[src/rtl/fir_mac_seq_acc.sv]
// Sequential FIR multiply-accumulate engine: one multiplier time-shared over the taps,
// with an optional symmetric pre-add, then round-half-up and saturation to the sample width.
module fir_mac_seq_acc #(
    parameter int unsigned TAPS        = 10,
    parameter int unsigned DATA_WIDTH  = 15,
    parameter int unsigned COEFF_WIDTH = 16,
    parameter int unsigned ACC_WIDTH   = 36,
    parameter int unsigned FRAC_SHIFT  = 15
) (
    input  logic                         iClk_12M,
    input  logic                         iRsn,
    input  logic                         iStart,
    input  logic                         iSymMode,
    input  logic [TAPS*DATA_WIDTH-1:0]   iDelayBus,
    input  logic [COEFF_WIDTH-1:0]       iCoeff,
    output logic [$clog2(TAPS)-1:0]      oCoeffAddr,
    output logic                         oBusy,
    output logic                         oValid,
    output logic [DATA_WIDTH-1:0]        oMac,
    output logic                         oSat
);

    localparam int unsigned CW     = $clog2(TAPS);
    localparam int unsigned PW     = DATA_WIDTH + 1 + COEFF_WIDTH;
    localparam int unsigned RW     = ACC_WIDTH + 1;
    localparam int unsigned RShAmt = (FRAC_SHIFT > 0) ? FRAC_SHIFT - 1 : 0;

    localparam logic signed [RW-1:0] RoundConst = (FRAC_SHIFT > 0) ? (RW'(1) <<< RShAmt) : '0;
    localparam logic signed [RW-1:0] MaxExt     = (RW'(1) <<< (DATA_WIDTH - 1)) - RW'(1);
    localparam logic signed [RW-1:0] MinExt     = -(RW'(1) <<< (DATA_WIDTH - 1));
    localparam logic [DATA_WIDTH-1:0] MaxOut    = {1'b0, {(DATA_WIDTH-1){1'b1}}};
    localparam logic [DATA_WIDTH-1:0] MinOut    = {1'b1, {(DATA_WIDTH-1){1'b0}}};

    typedef enum logic [1:0] {StIdle, StMac, StDone} state_e;

    state_e                        state_q;
    logic [TAPS*DATA_WIDTH-1:0]    snap_q;
    logic                          sym_q;
    logic [CW-1:0]                 count_q;
    logic signed [ACC_WIDTH-1:0]   acc_q;

    logic [CW-1:0]                 mirror_idx;
    logic [CW-1:0]                 last_idx;
    logic                          last_cycle;
    int                            idx_a;
    int                            idx_b;
    logic signed [DATA_WIDTH-1:0]  samp_a;
    logic signed [DATA_WIDTH-1:0]  samp_b;
    logic signed [DATA_WIDTH:0]    pre_sum;
    logic signed [PW-1:0]          product;
    logic signed [ACC_WIDTH-1:0]   acc_next;
    logic signed [RW-1:0]          rounded;
    logic [DATA_WIDTH-1:0]         result;
    logic                          result_sat;

    always_comb begin
        mirror_idx = CW'(TAPS - 1) - count_q;
        last_idx   = sym_q ? CW'(TAPS / 2 - 1) : CW'(TAPS - 1);
        last_cycle = (count_q == last_idx);
        idx_a      = int'(count_q);
        idx_b      = int'(mirror_idx);
        samp_a     = snap_q[idx_a*DATA_WIDTH +: DATA_WIDTH];
        // The mirrored operand is forced to zero so one adder serves both modes.
        samp_b     = sym_q ? snap_q[idx_b*DATA_WIDTH +: DATA_WIDTH] : '0;
        pre_sum    = {samp_a[DATA_WIDTH-1], samp_a} + {samp_b[DATA_WIDTH-1], samp_b};
        product    = PW'(pre_sum) * PW'($signed(iCoeff));
        acc_next   = acc_q + ACC_WIDTH'(product);
        rounded    = (RW'(acc_next) + RoundConst) >>> FRAC_SHIFT;
        result     = rounded[DATA_WIDTH-1:0];
        result_sat = 1'b0;
        if (rounded > MaxExt) begin
            result     = MaxOut;
            result_sat = 1'b1;
        end else if (rounded < MinExt) begin
            result     = MinOut;
            result_sat = 1'b1;
        end
    end

    // count returns to zero on leaving MAC, so it doubles as the coefficient address.
    assign oCoeffAddr = count_q;

    always_ff @(posedge iClk_12M or negedge iRsn) begin
        if (!iRsn) begin
            state_q <= StIdle;
            snap_q  <= '0;
            sym_q   <= 1'b0;
            count_q <= '0;
            acc_q   <= '0;
            oBusy   <= 1'b0;
            oValid  <= 1'b0;
            oMac    <= '0;
            oSat    <= 1'b0;
        end else begin
            oValid <= 1'b0;
            case (state_q)
                StIdle, StDone: begin
                    if (iStart) begin
                        snap_q  <= iDelayBus;
                        sym_q   <= iSymMode;
                        acc_q   <= '0;
                        count_q <= '0;
                        oBusy   <= 1'b1;
                        state_q <= StMac;
                    end else begin
                        state_q <= StIdle;
                    end
                end
                StMac: begin
                    acc_q <= acc_next;
                    if (last_cycle) begin
                        count_q <= '0;
                        oBusy   <= 1'b0;
                        oValid  <= 1'b1;
                        oMac    <= result;
                        oSat    <= result_sat;
                        state_q <= StDone;
                    end else begin
                        count_q <= count_q + CW'(1);
                    end
                end
                default: begin
                    state_q <= StIdle;
                    count_q <= '0;
                    oBusy   <= 1'b0;
                end
            endcase
        end
    end

endmodule

[config.mk]
export PLATFORM = sky130hd
export DESIGN_NAME = fir_mac_seq_acc
export DESIGN_NICKNAME = d
export VERILOG_FILES = /design/src/rtl/fir_mac_seq_acc.sv
export SDC_FILE = /design/constraint.sdc
export NUM_CORES = 1
export LEC_CHECK = 0
export CORE_ASPECT_RATIO = 0.5
export CORE_MARGIN = 1
export CORE_UTILIZATION = 50
export DETAILED_ROUTE_END_ITERATION = 8
export DONT_BUFFER_PORTS = 1
export GPL_ROUTABILITY_DRIVEN = 0
export SETUP_SLACK_MARGIN = 0.15
export SLEW_MARGIN = 10
export SYNTH_ARGS = -nofsm -noshare
export SYNTH_HDL_FRONTEND = slang
export SYNTH_SLANG_ARGS = --single-unit
export TNS_END_PERCENT = 100
[constraint.sdc]
create_clock -name iClk_12M -period 15.39 [get_ports iClk_12M]
set_input_delay 3.078 -clock iClk_12M [delete_from_list [all_inputs] [get_ports iClk_12M]]
set_output_delay 3.078 -clock iClk_12M [all_outputs]
set_load 0.005 [all_outputs]
# After elaboration in Yosys (flattened, before gate mapping)
# Index checks and enable logic that the tools add are counted.
dict set report op_classes {
  n_addsub 5
  mul 3
  n_lt_le_gt_ge 2
  n_eq_ne 5
  n_shift 2
  muxes 19
  n_reduce_logical 7
}
# operator count
set op_table {}
lappend op_table {{150-bit by 9-bit indexed part select with 15-bit output} 2}
lappend op_table {{36-bit case mux with 2 select lines} 1}
lappend op_table {{15-bit two-way mux} 3}
lappend op_table {{36-bit by 16-bit adder with 37-bit output, second input constant} 1}
lappend op_table {{36-bit by 32-bit adder with 36-bit output} 1}
lappend op_table {{36-bit two-way mux} 1}
lappend op_table {{16-bit by 16-bit multiplier with 32-bit output} 1}
lappend op_table {{22-bit by 15-bit > comparator with 1-bit output, second input constant} 1}
lappend op_table {{22-bit by 15-bit less-than comparator with 1-bit output, second input constant} 1}
lappend op_table {{15-bit by 15-bit adder with 16-bit output} 1}
lappend op_table {{4-bit by 4-bit multiplier with 8-bit output, second input constant} 2}
lappend op_table {{4-bit two-way mux} 3}
lappend op_table {{4-bit case mux with 2 select lines} 1}
lappend op_table {{2-bit AND reduction} 4}
lappend op_table {{1-bit two-way mux} 7}
lappend op_table {{4-bit by 1-bit adder with 4-bit output, second input constant} 1}
lappend op_table {{4-bit == test} 1}
lappend op_table {{2-bit inequality test, second input constant} 2}
lappend op_table {{2-bit case mux with 2 select lines} 1}
lappend op_table {{4-bit subtractor, first input constant} 1}
lappend op_table {{2-bit by 1-bit == test with 1-bit output, second input constant} 1}
lappend op_table {{2-bit == test, second input constant} 1}
lappend op_table {{2-bit logical NOT} 1}
lappend op_table {{2-bit two-way mux} 1}
lappend op_table {{3 further kinds} 3}
dict set report word_totals {
  regBits 211
  inputBits 170
  output_inout_bits 22
}

# Logic depth before layout (Yosys ltp)
dict set report depth {
  depth_word 11
  mapped_depth 50
  ltp_nobuf 45
}

# Worst setup path after synthesis
# OpenSTA, ideal clock, no wires.
dict set report synth_path {
  path_kind {register to register}
  from {register count_q[0], in the netlist oCoeffAddr[0]}
  to {register oMac[10]}
  setup_ns 0.133
  arrival_ns 11.898
  t_required_ns 15.257
  path_slack_ns 3.359
  stages_incl_launch_ff 43
  n_path_buf 6
  synth_period_minus_slack_ns 12.031
  path_cell_list {dfrtp_1 > buf_1 > buf_1 > clkbuf_1 > buf_1 > mux2i_1 > o22ai_1 > ha_1 > fa_1 > a21o_1 > a21oi_1 > o21bai_1 > a21oi_1 > o21bai_1 > a21oi_1 > nor2b_1 > o21ai_0 > a21oi_1 > [7 not listed] > fa_1 > fa_1 > inv_1 > fa_1 > inv_1 > ha_1 > and4_1 > and4_1 > a22o_1 > a21oi_2 > a21oi_1 > or3_1 > and4bb_2 > nand3_2 > or4_4 > a211oi_4 > buf_6 > o22ai_1}
}
dict set report synth_via {
  elab_chain_len 11
}
# element line_no
set synth_rtl {}
lappend synth_rtl {{start: declaration} 39} ;# logic [CW-1:0] count_q;
lappend synth_rtl {{start signal: assignment} 119} ;# count_q <= count_q + CW'(1);
lappend synth_rtl {{4-bit subtractor} 57} ;# mirror_idx = CW'(TAPS - 1) - count_q;
lappend synth_rtl {{4-bit by 4-bit multiplier with 8-bit output} 64} ;# samp_b = sym_q ? snap_q[idx_b*DATA_WIDTH +: DATA_WIDTH] : '0;
lappend synth_rtl {{150-bit by 9-bit indexed part select with 15-bit output} 64}
lappend synth_rtl {{15-bit two-way mux} 64}
lappend synth_rtl {{15-bit by 15-bit adder with 16-bit output} 65} ;# pre_sum = {samp_a[DATA_WIDTH-1], samp_a} + {samp_b[DATA_WIDTH-1], samp_b};
lappend synth_rtl {{16-bit by 16-bit multiplier with 32-bit output} 66} ;# product = PW'(pre_sum) * PW'($signed(iCoeff));
lappend synth_rtl {{36-bit by 32-bit adder with 36-bit output} 67} ;# acc_next = acc_q + ACC_WIDTH'(product);
lappend synth_rtl {{36-bit by 16-bit adder with 37-bit output} 68} ;# rounded = (RW'(acc_next) + RoundConst) >>> FRAC_SHIFT;
lappend synth_rtl {{22-bit by 15-bit less-than comparator with 1-bit output} 74} ;# end else if (rounded < MinExt) begin
lappend synth_rtl {{15-bit two-way mux} 74}
lappend synth_rtl {{15-bit two-way mux} 71} ;# if (rounded > MaxExt) begin
lappend synth_rtl {{end signal: assignment} 115} ;# oMac <= result;
lappend synth_rtl {{end: declaration} 19} ;# output logic [DATA_WIDTH-1:0] oMac,
# Parallel ways exist; a longest one is shown, timed or not.
# A chain may end at the register's enable or synchronous reset.

# Worst setup path after layout
dict set report layout_path {
  from {register count_q[2], in the netlist oCoeffAddr[2]}
  to {register oSat}
}
dict set report layout_via {
  elab_chain_len 11
}
# element line_no
set layout_rtl {}
lappend layout_rtl {{4-bit subtractor} 57}
lappend layout_rtl {{4-bit by 4-bit multiplier with 8-bit output} 64}
lappend layout_rtl {{150-bit by 9-bit indexed part select with 15-bit output} 64}
lappend layout_rtl {{15-bit two-way mux} 64}
lappend layout_rtl {{15-bit by 15-bit adder with 16-bit output} 65}
lappend layout_rtl {{16-bit by 16-bit multiplier with 32-bit output} 66}
lappend layout_rtl {{36-bit by 32-bit adder with 36-bit output} 67}
lappend layout_rtl {{36-bit by 16-bit adder with 37-bit output} 68}
lappend layout_rtl {{22-bit by 15-bit less-than comparator with 1-bit output} 74}
lappend layout_rtl {{1-bit two-way mux} 74}
lappend layout_rtl {{1-bit two-way mux} 71}
lappend layout_rtl {{end signal: assignment} 116} ;# oSat <= result_sat;
lappend layout_rtl {{end: declaration} 20} ;# output logic oSat
# Parallel ways exist; a longest one is shown, timed or not.

==> impl_metrics.yaml <==
outcome:
  status: "completed"
worst_setup_path:
  cp_data_arrival_time_ns: 13.91
  r2r_slack_ns: 1.86
  required_ns: 15.76
  r2r_cells: 43
  cpPeakStageDelay_ns: 0.92
  timing_worst_setup_path_type: "flip-flop to flip-flop"
  endpoint_kind: "flip-flop"
  startpoint: "oCoeffAddr[2]$_DFFE_PN0P_"
  critPathSlowestCell: "ha_1"
  timing.rr.end: "oSat$_DFFE_PN0P_"
  crit_top_cell: "fa_1"
  crit_fanout: 16
  crit_path_end: "oSat$_DFFE_PN0P_"
  startpoint_type: "flip-flop"
  r2r-start: "oCoeffAddr[2]$_DFFE_PN0P_"
final_layout:
  area_growth_pct: 6.430
  layout_commonest_cell: "inv_1"
  nets: 2789
  drive_above_1_share_pct: 12.94
  layout_common_cells: "inv_1 (423), fa_1 (315), dfrtp_1 (209)"
place:
  hpwlAfterDp_mm: 45.32
  portBuffers: 0
synthesis:
  synth_edf_count: 0
  synth_ff_type: "dfrtp_1"
  ys_ff_latch: 211
  synthesis.nets: 2836
  ys_warn_count: 0
  synth-async-reset-ratio_pct: 100.0
  synthCells: 2225
  syn_avg_cell_area_um2: 10.40
  synth.distinct_cells: 80
  ys_top_cells_by_area: "fa_1 (27%), dfrtp_1 (23%), mux2_2 (7.4%)"
  netlist_area_um2: 23140
  synth.largest_area_cell: "fa_1"
  yosysTopAreaCellShare_pct: 27.26
  ys_seq_area_share_pct: 22.82
global_route:
  grt_pass1_wl_mm: 93.68
  grt_max_degree: 212
  grt_overflow: 0
  grt_usage_pct: 25.29
  grt_pass1_vias: 16350
  antenna_found_initial: 6
floorplan:
  die_w_um: 306.2
  fp-row-count: 55
  die_h_um: 154.1
  ios: 192
  core_region_area_um2: 45420
  initial_core_util_pct: 50.94
  die_area_um2: 47190
routing:
  wl_mm: 56.58
  m1WireLength_mm: 25.86
  drc: 0
  avgRoutedWirePerCell_um: 20.22
  vias: 15350
  drt_iter0_drc: 1043
  drt_first_pass_iters: 5
  top_layer: "met5"
  met2_wirelength_mm: 25.69
  ant_nets: 0
  route.met3.wl_mm: 3.639
  viasPerCell: 5.486
clock_tree:
  worstSkewPairLatency_ns: 0.55
  clk_pin_slew_ns: 0.06
  clock-sinks: 211
  clock_path_buffers: 3
  cts_hold_buffers: 0
  ctsResizeCount: 0
  cts_buffers: 24
  root_buffer: "clkbuf_16"
  cts_tree: "done"
  post_cts_buffers: 0
  htreeDepth: 1
timing:
  hold_viol_final: 0
  fin_crit_ns: 13.53
  slew-limit-headroom_pct: 21.02
  skew_ns: 0.02253
  fmax_ghz: 0.07390
  finalSetupTns_ns: 0
  setup_viol: 0
  tightest_slew_ns: 1.179
  finalCritPeriodShare_pct: 87.93
  slew_viol_final: 0
  rsz0062_at_grt: "no"
job:
  cap_violations: 0
hold_path:
  worstHoldPathType: "flip-flop to flip-flop"
logic make-up after synthesis:
logic type | synth area share (%)
compound gates | 7.457
xor+xnor | 2.109
flops | 22.82
buf+inv | 8.436
mux | 14.73
simple gates | 10.38
fa+ha+maj | 34.07
flip-flops by register name (all words and copies together) (netlist names):
| signal | count |
|---|---|
| acc_q | 36 |
| oBusy | 1 |
| oCoeffAddr | 4 |
| oMac | 15 |
| oSat | 1 |
| oValid | 1 |
| snap_q | 150 |
| state_q | 2 |
| sym_q | 1 |
metrics by stage:
stage                     util, %  area, um2  hold slack [ns]  setup WS, ns  cells
final                       54.22      24620           0.4895         1.858   2798
after global routing        54.20      24610           0.5158        0.8429   2794
after CTS                   54.19      24610           0.4948         1.830   2793
after detailed placement    52.26      23740           0.4787         1.897   2750
after global placement      52.26      23740           0.4736         2.135   2750
after floorplan                 -      23140           0.4563         3.359   2225
critical path: cells and delay by family, from the launching register on:
family / cells / cell delay [ns]
flops: 1 / 0.67
compound gates: 11 / 2.83
mux: 1 / 0.25
fa+ha+maj: 11 / 5.19
buf+inv: 6 / 0.74
xor+xnor: 1 / 0.32
simple gates: 13 / 3.30
how the worst min path moves through the flow:
stage / slack (ns) / startpoint / endpoint / cells past startpoint
2_1_floorplan: 0.46 / acc_q[10]$_DFFE_PN0P_ / acc_q[10]$_DFFE_PN0P_ / 2
3_3_place_gp: 0.47 / acc_q[12]$_DFFE_PN0P_ / acc_q[12]$_DFFE_PN0P_ / 2
3_5_place_dp: 0.48 / acc_q[33]$_DFFE_PN0P_ / acc_q[33]$_DFFE_PN0P_ / 2
4_1_cts: 0.49 / acc_q[33]$_DFFE_PN0P_ / acc_q[33]$_DFFE_PN0P_ / 2
5_1_grt: 0.52 / snap_q[44]$_DFFE_PN0P_ / snap_q[44]$_DFFE_PN0P_ / 1
6_report: 0.49 / acc_q[33]$_DFFE_PN0P_ / acc_q[33]$_DFFE_PN0P_ / 2
metal layers:
metal	up-vias	GRT usage (%)
met1	7754	36.38
met3	80	4.176
met5	-	0
met4	2	6.071
li1	7103	-
met2	410	40.11
Yosys cell counts, types with 11 or more instances:
cell and n:
a21o_1 23, a21oi_1 40, a22o_1 16, and2_1 146
buf_1 12, clkbuf_1 74, dfrtp_1 211, fa_1 315
ha_1 126, inv_1 423, mux2_2 152, mux2i_1 102
mux4_2 30, nand2_1 177, nand2b_1 11, nor2_1 45
nor3_1 16, o21ai_0 54, o22ai_1 45, xnor2_1 35
xor2_1 18
final cells by class:
type	count	area, um2
Clock inverter	12	188.9
Tap cell	598	748.2
Multi-Input combinational cell	1499	15970
Sequential cell	211	5288
Fill cell	4077	20790
Antenna cell	5	12.51
Clock buffer	31	686.9
Inverter	423	1588
Timing Repair Buffer	19	142.6
Power is not shown: default switching activity piles up to over one toggle a cycle in this logic, so the estimate is an artifact.
==> RTL change 1 (same flow settings) <==
Set the parameter `ACC_WIDTH` to 18 (it was 36).
--- a/src/rtl/fir_mac_seq_acc.sv
+++ b/src/rtl/fir_mac_seq_acc.sv
@@ -4,7 +4,7 @@
     parameter int unsigned TAPS        = 10,
     parameter int unsigned DATA_WIDTH  = 15,
     parameter int unsigned COEFF_WIDTH = 16,
-    parameter int unsigned ACC_WIDTH   = 36,
+    parameter int unsigned ACC_WIDTH   = 18,
     parameter int unsigned FRAC_SHIFT  = 15
 ) (
     input  logic                         iClk_12M,
Formal check against the unedited RTL: not equivalent (Yosys sat finds a counterexample within 10 cycles, from zero or initial values).
==> RTL change 1 against the original RTL <==
- via count is 24% lower
- synthesized cell count is 21% lower
- fmax is 23% higher
- synthesized area is 32% lower
- design area is 32% lower
- setup slack better by 2.5 ns
- routed wire length is 29% lower
- worst hold slack worse by 0.0064 ns
- sequential cell count is 28 lower
Power is left out: the tool's default activity adds up to more than one toggle a clock period on the data nets, which glitch-free logic cannot reach.
==> RTL change 1: results (changes against the original RTL) <==
| Metric | Value |
|---|---|
| Pre-CTS WS | `4.534 ns (was 1.897 ns)` |
| Num CTS Buffers | `17 (was 24)` |
| Worst path max stage delay | `0.90 ns (was 0.92 ns)` |
| DR vias/cell | `5.474 (was 5.486)` |
| Wire length per cell | `19.00 µm (was 20.22 µm)` |
| Clk_lat worst skew | `0.45 ns (was 0.55 ns)` |
| Register area share after synthesis | `29.00% (was 22.82%)` |
| Critical Path AT | `11.32 ns (was 13.91 ns)` |
| Synth cell count leaders | `nand2_1 (538), inv_1 (213), dfrtp_1 (183) (was inv_1 (423), fa_1 (315), dfrtp_1 (211))` |
| Fraction of registers with async set/reset | `100.0% (unchanged)` |
| Fillers | `2831 (was 4077)` |
| Critical path fanouts, max | `22 (was 16)` |
| Ant. Diodes | `0 (was 5)` |
| Slew @ Worst Pin | `1.169 ns (was 1.179 ns)` |
| Post-DP HPWL | `30460 µm (was 45320 µm)` |
| Post-synth cell types | `52 (was 80)` |
| Global-route usage over all layers | `26.33% (was 25.29%)` |
| Nets@finish | `2073 (was 2789)` |
| Crit path max-delay cell type | `xor2_1 (was ha_1)` |
| Layout cells sized above 1 | `7.046% (was 12.94%)` |
| Status | `completed (unchanged)` |
| Antenna violations before repair | `0 (was 6)` |
| Top flop regs | `snap_q x150, acc_q x18, oMac x5 (was snap_q x150, acc_q x36, oMac x15)` |
| Mapped Nets | `2133 (was 2836)` |
| Setup clock skew after layout | `0.01394 ns (was 0.02253 ns)` |
| Global-route wire length before repair | `65140 µm (was 93680 µm)` |
| Worst Hold Class | `reg2reg (unchanged)` |
| Largest net degree at the start of global routing | `184 (was 212)` |
| Max clock buf depth | `2 (was 3)` |
| Initial DRC count | `708 (was 1043)` |
| Number of global-route vias before repair | `12090 (was 16350)` |
| Area contributors post-synth | `dfrtp_1 (29%), fa_1 (16%), nand2_1 (13%), mux4_2 (7.1%), ha_1 (7.0%) (was fa_1 (27%), dfrtp_1 (23%), mux2_2 (7.4%), inv_1 (6.9%), ha_1 (6.8%))` |
## RTL change 1: changes by cell type in the layout (fill, tap and decap cells not counted), moves of 28 or more
cell / before / now
mux2i_1: 102 / 47
o22ai_1: 45 / 17
ha_1: 126 / 88
inv_1: 423 / 213
mux2_2: 152 / 5
and2_1: 146 / 101
dfrtp_1: 209 / 181
fa_1: 315 / 125
nand2_1: 177 / 538
## RTL change 1: worst register-to-register path: cells and delay by family, from the launching register on
kind / cells / cell delay, ns
compound gates: 10 / 1.89
flops: 1 / 0.85
fa+ha+maj: 10 / 3.91
simple gates: 5 / 1.42
buf+inv: 4 / 0.34
xor+xnor: 4 / 2.44
## RTL change 1: final cells by class
cell class | instances | share of cell area (%)
tap | 423 | 3.159
timing repair buffer | 16 | 0.7170
clock buffer | 18 | 2.621
inverter | 214 | 4.795
clock inverter | 14 | 1.299
multi-input combinational | 1258 | 60.03
sequential | 183 | 27.38
## RTL change 1: stage by stage
| step | hold WS (ns) | instances | instance area, µm² | util, % |
|---|---|---|---|---|
| 2_1_floorplan | 0.4401 | 1750 | 15790 | - |
| 3_3_place_gp | 0.4531 | 2094 | 16100 | 52.46 |
| 3_5_place_dp | 0.4609 | 2094 | 16100 | 52.46 |
| 4_1_cts | 0.4807 | 2126 | 16750 | 54.60 |
| 5_1_grt | 0.5029 | 2126 | 16750 | 54.60 |
| 6_report | 0.4831 | 2126 | 16750 | 54.60 |
## RTL change 1: final timing paths
path,startpoint,end,slack (ns)
max,oCoeffAddr[2],oMac[2],4.37
min,snap_q[117],snap_q[117],0.48
max reg2reg,oCoeffAddr[2],oMac[2],4.37
min reg2reg,snap_q[117],snap_q[117],0.48
max in group asynchronous,iRsn,acc_q[14],12.83
min in group asynchronous,iRsn,snap_q[51],2.32
## RTL change 1: routing by layer
metal | vias to the layer above | track usage (%) | part of all wire [%]
met2 | 311 | 43.08 | 47
li1 | 5443 | - | -
met4 | 0 | 6.667 | 1.8
met5 | - | 0 | 0
met1 | 5843 | 36.87 | 46
met3 | 40 | 4.081 | 5.3
## RTL change 1: cell families after synthesis
logic type	after synthesis	synth area share, %
XOR/XNOR	50	3.233
multiplexers	102	10.47
AND/OR/NAND/NOR	739	20.29
AO/OA/AOI/OAI	154	6.601
flip-flops	183	29.00
adder cells (fa/ha/maj)	213	22.82
buffers and inverters	309	7.584
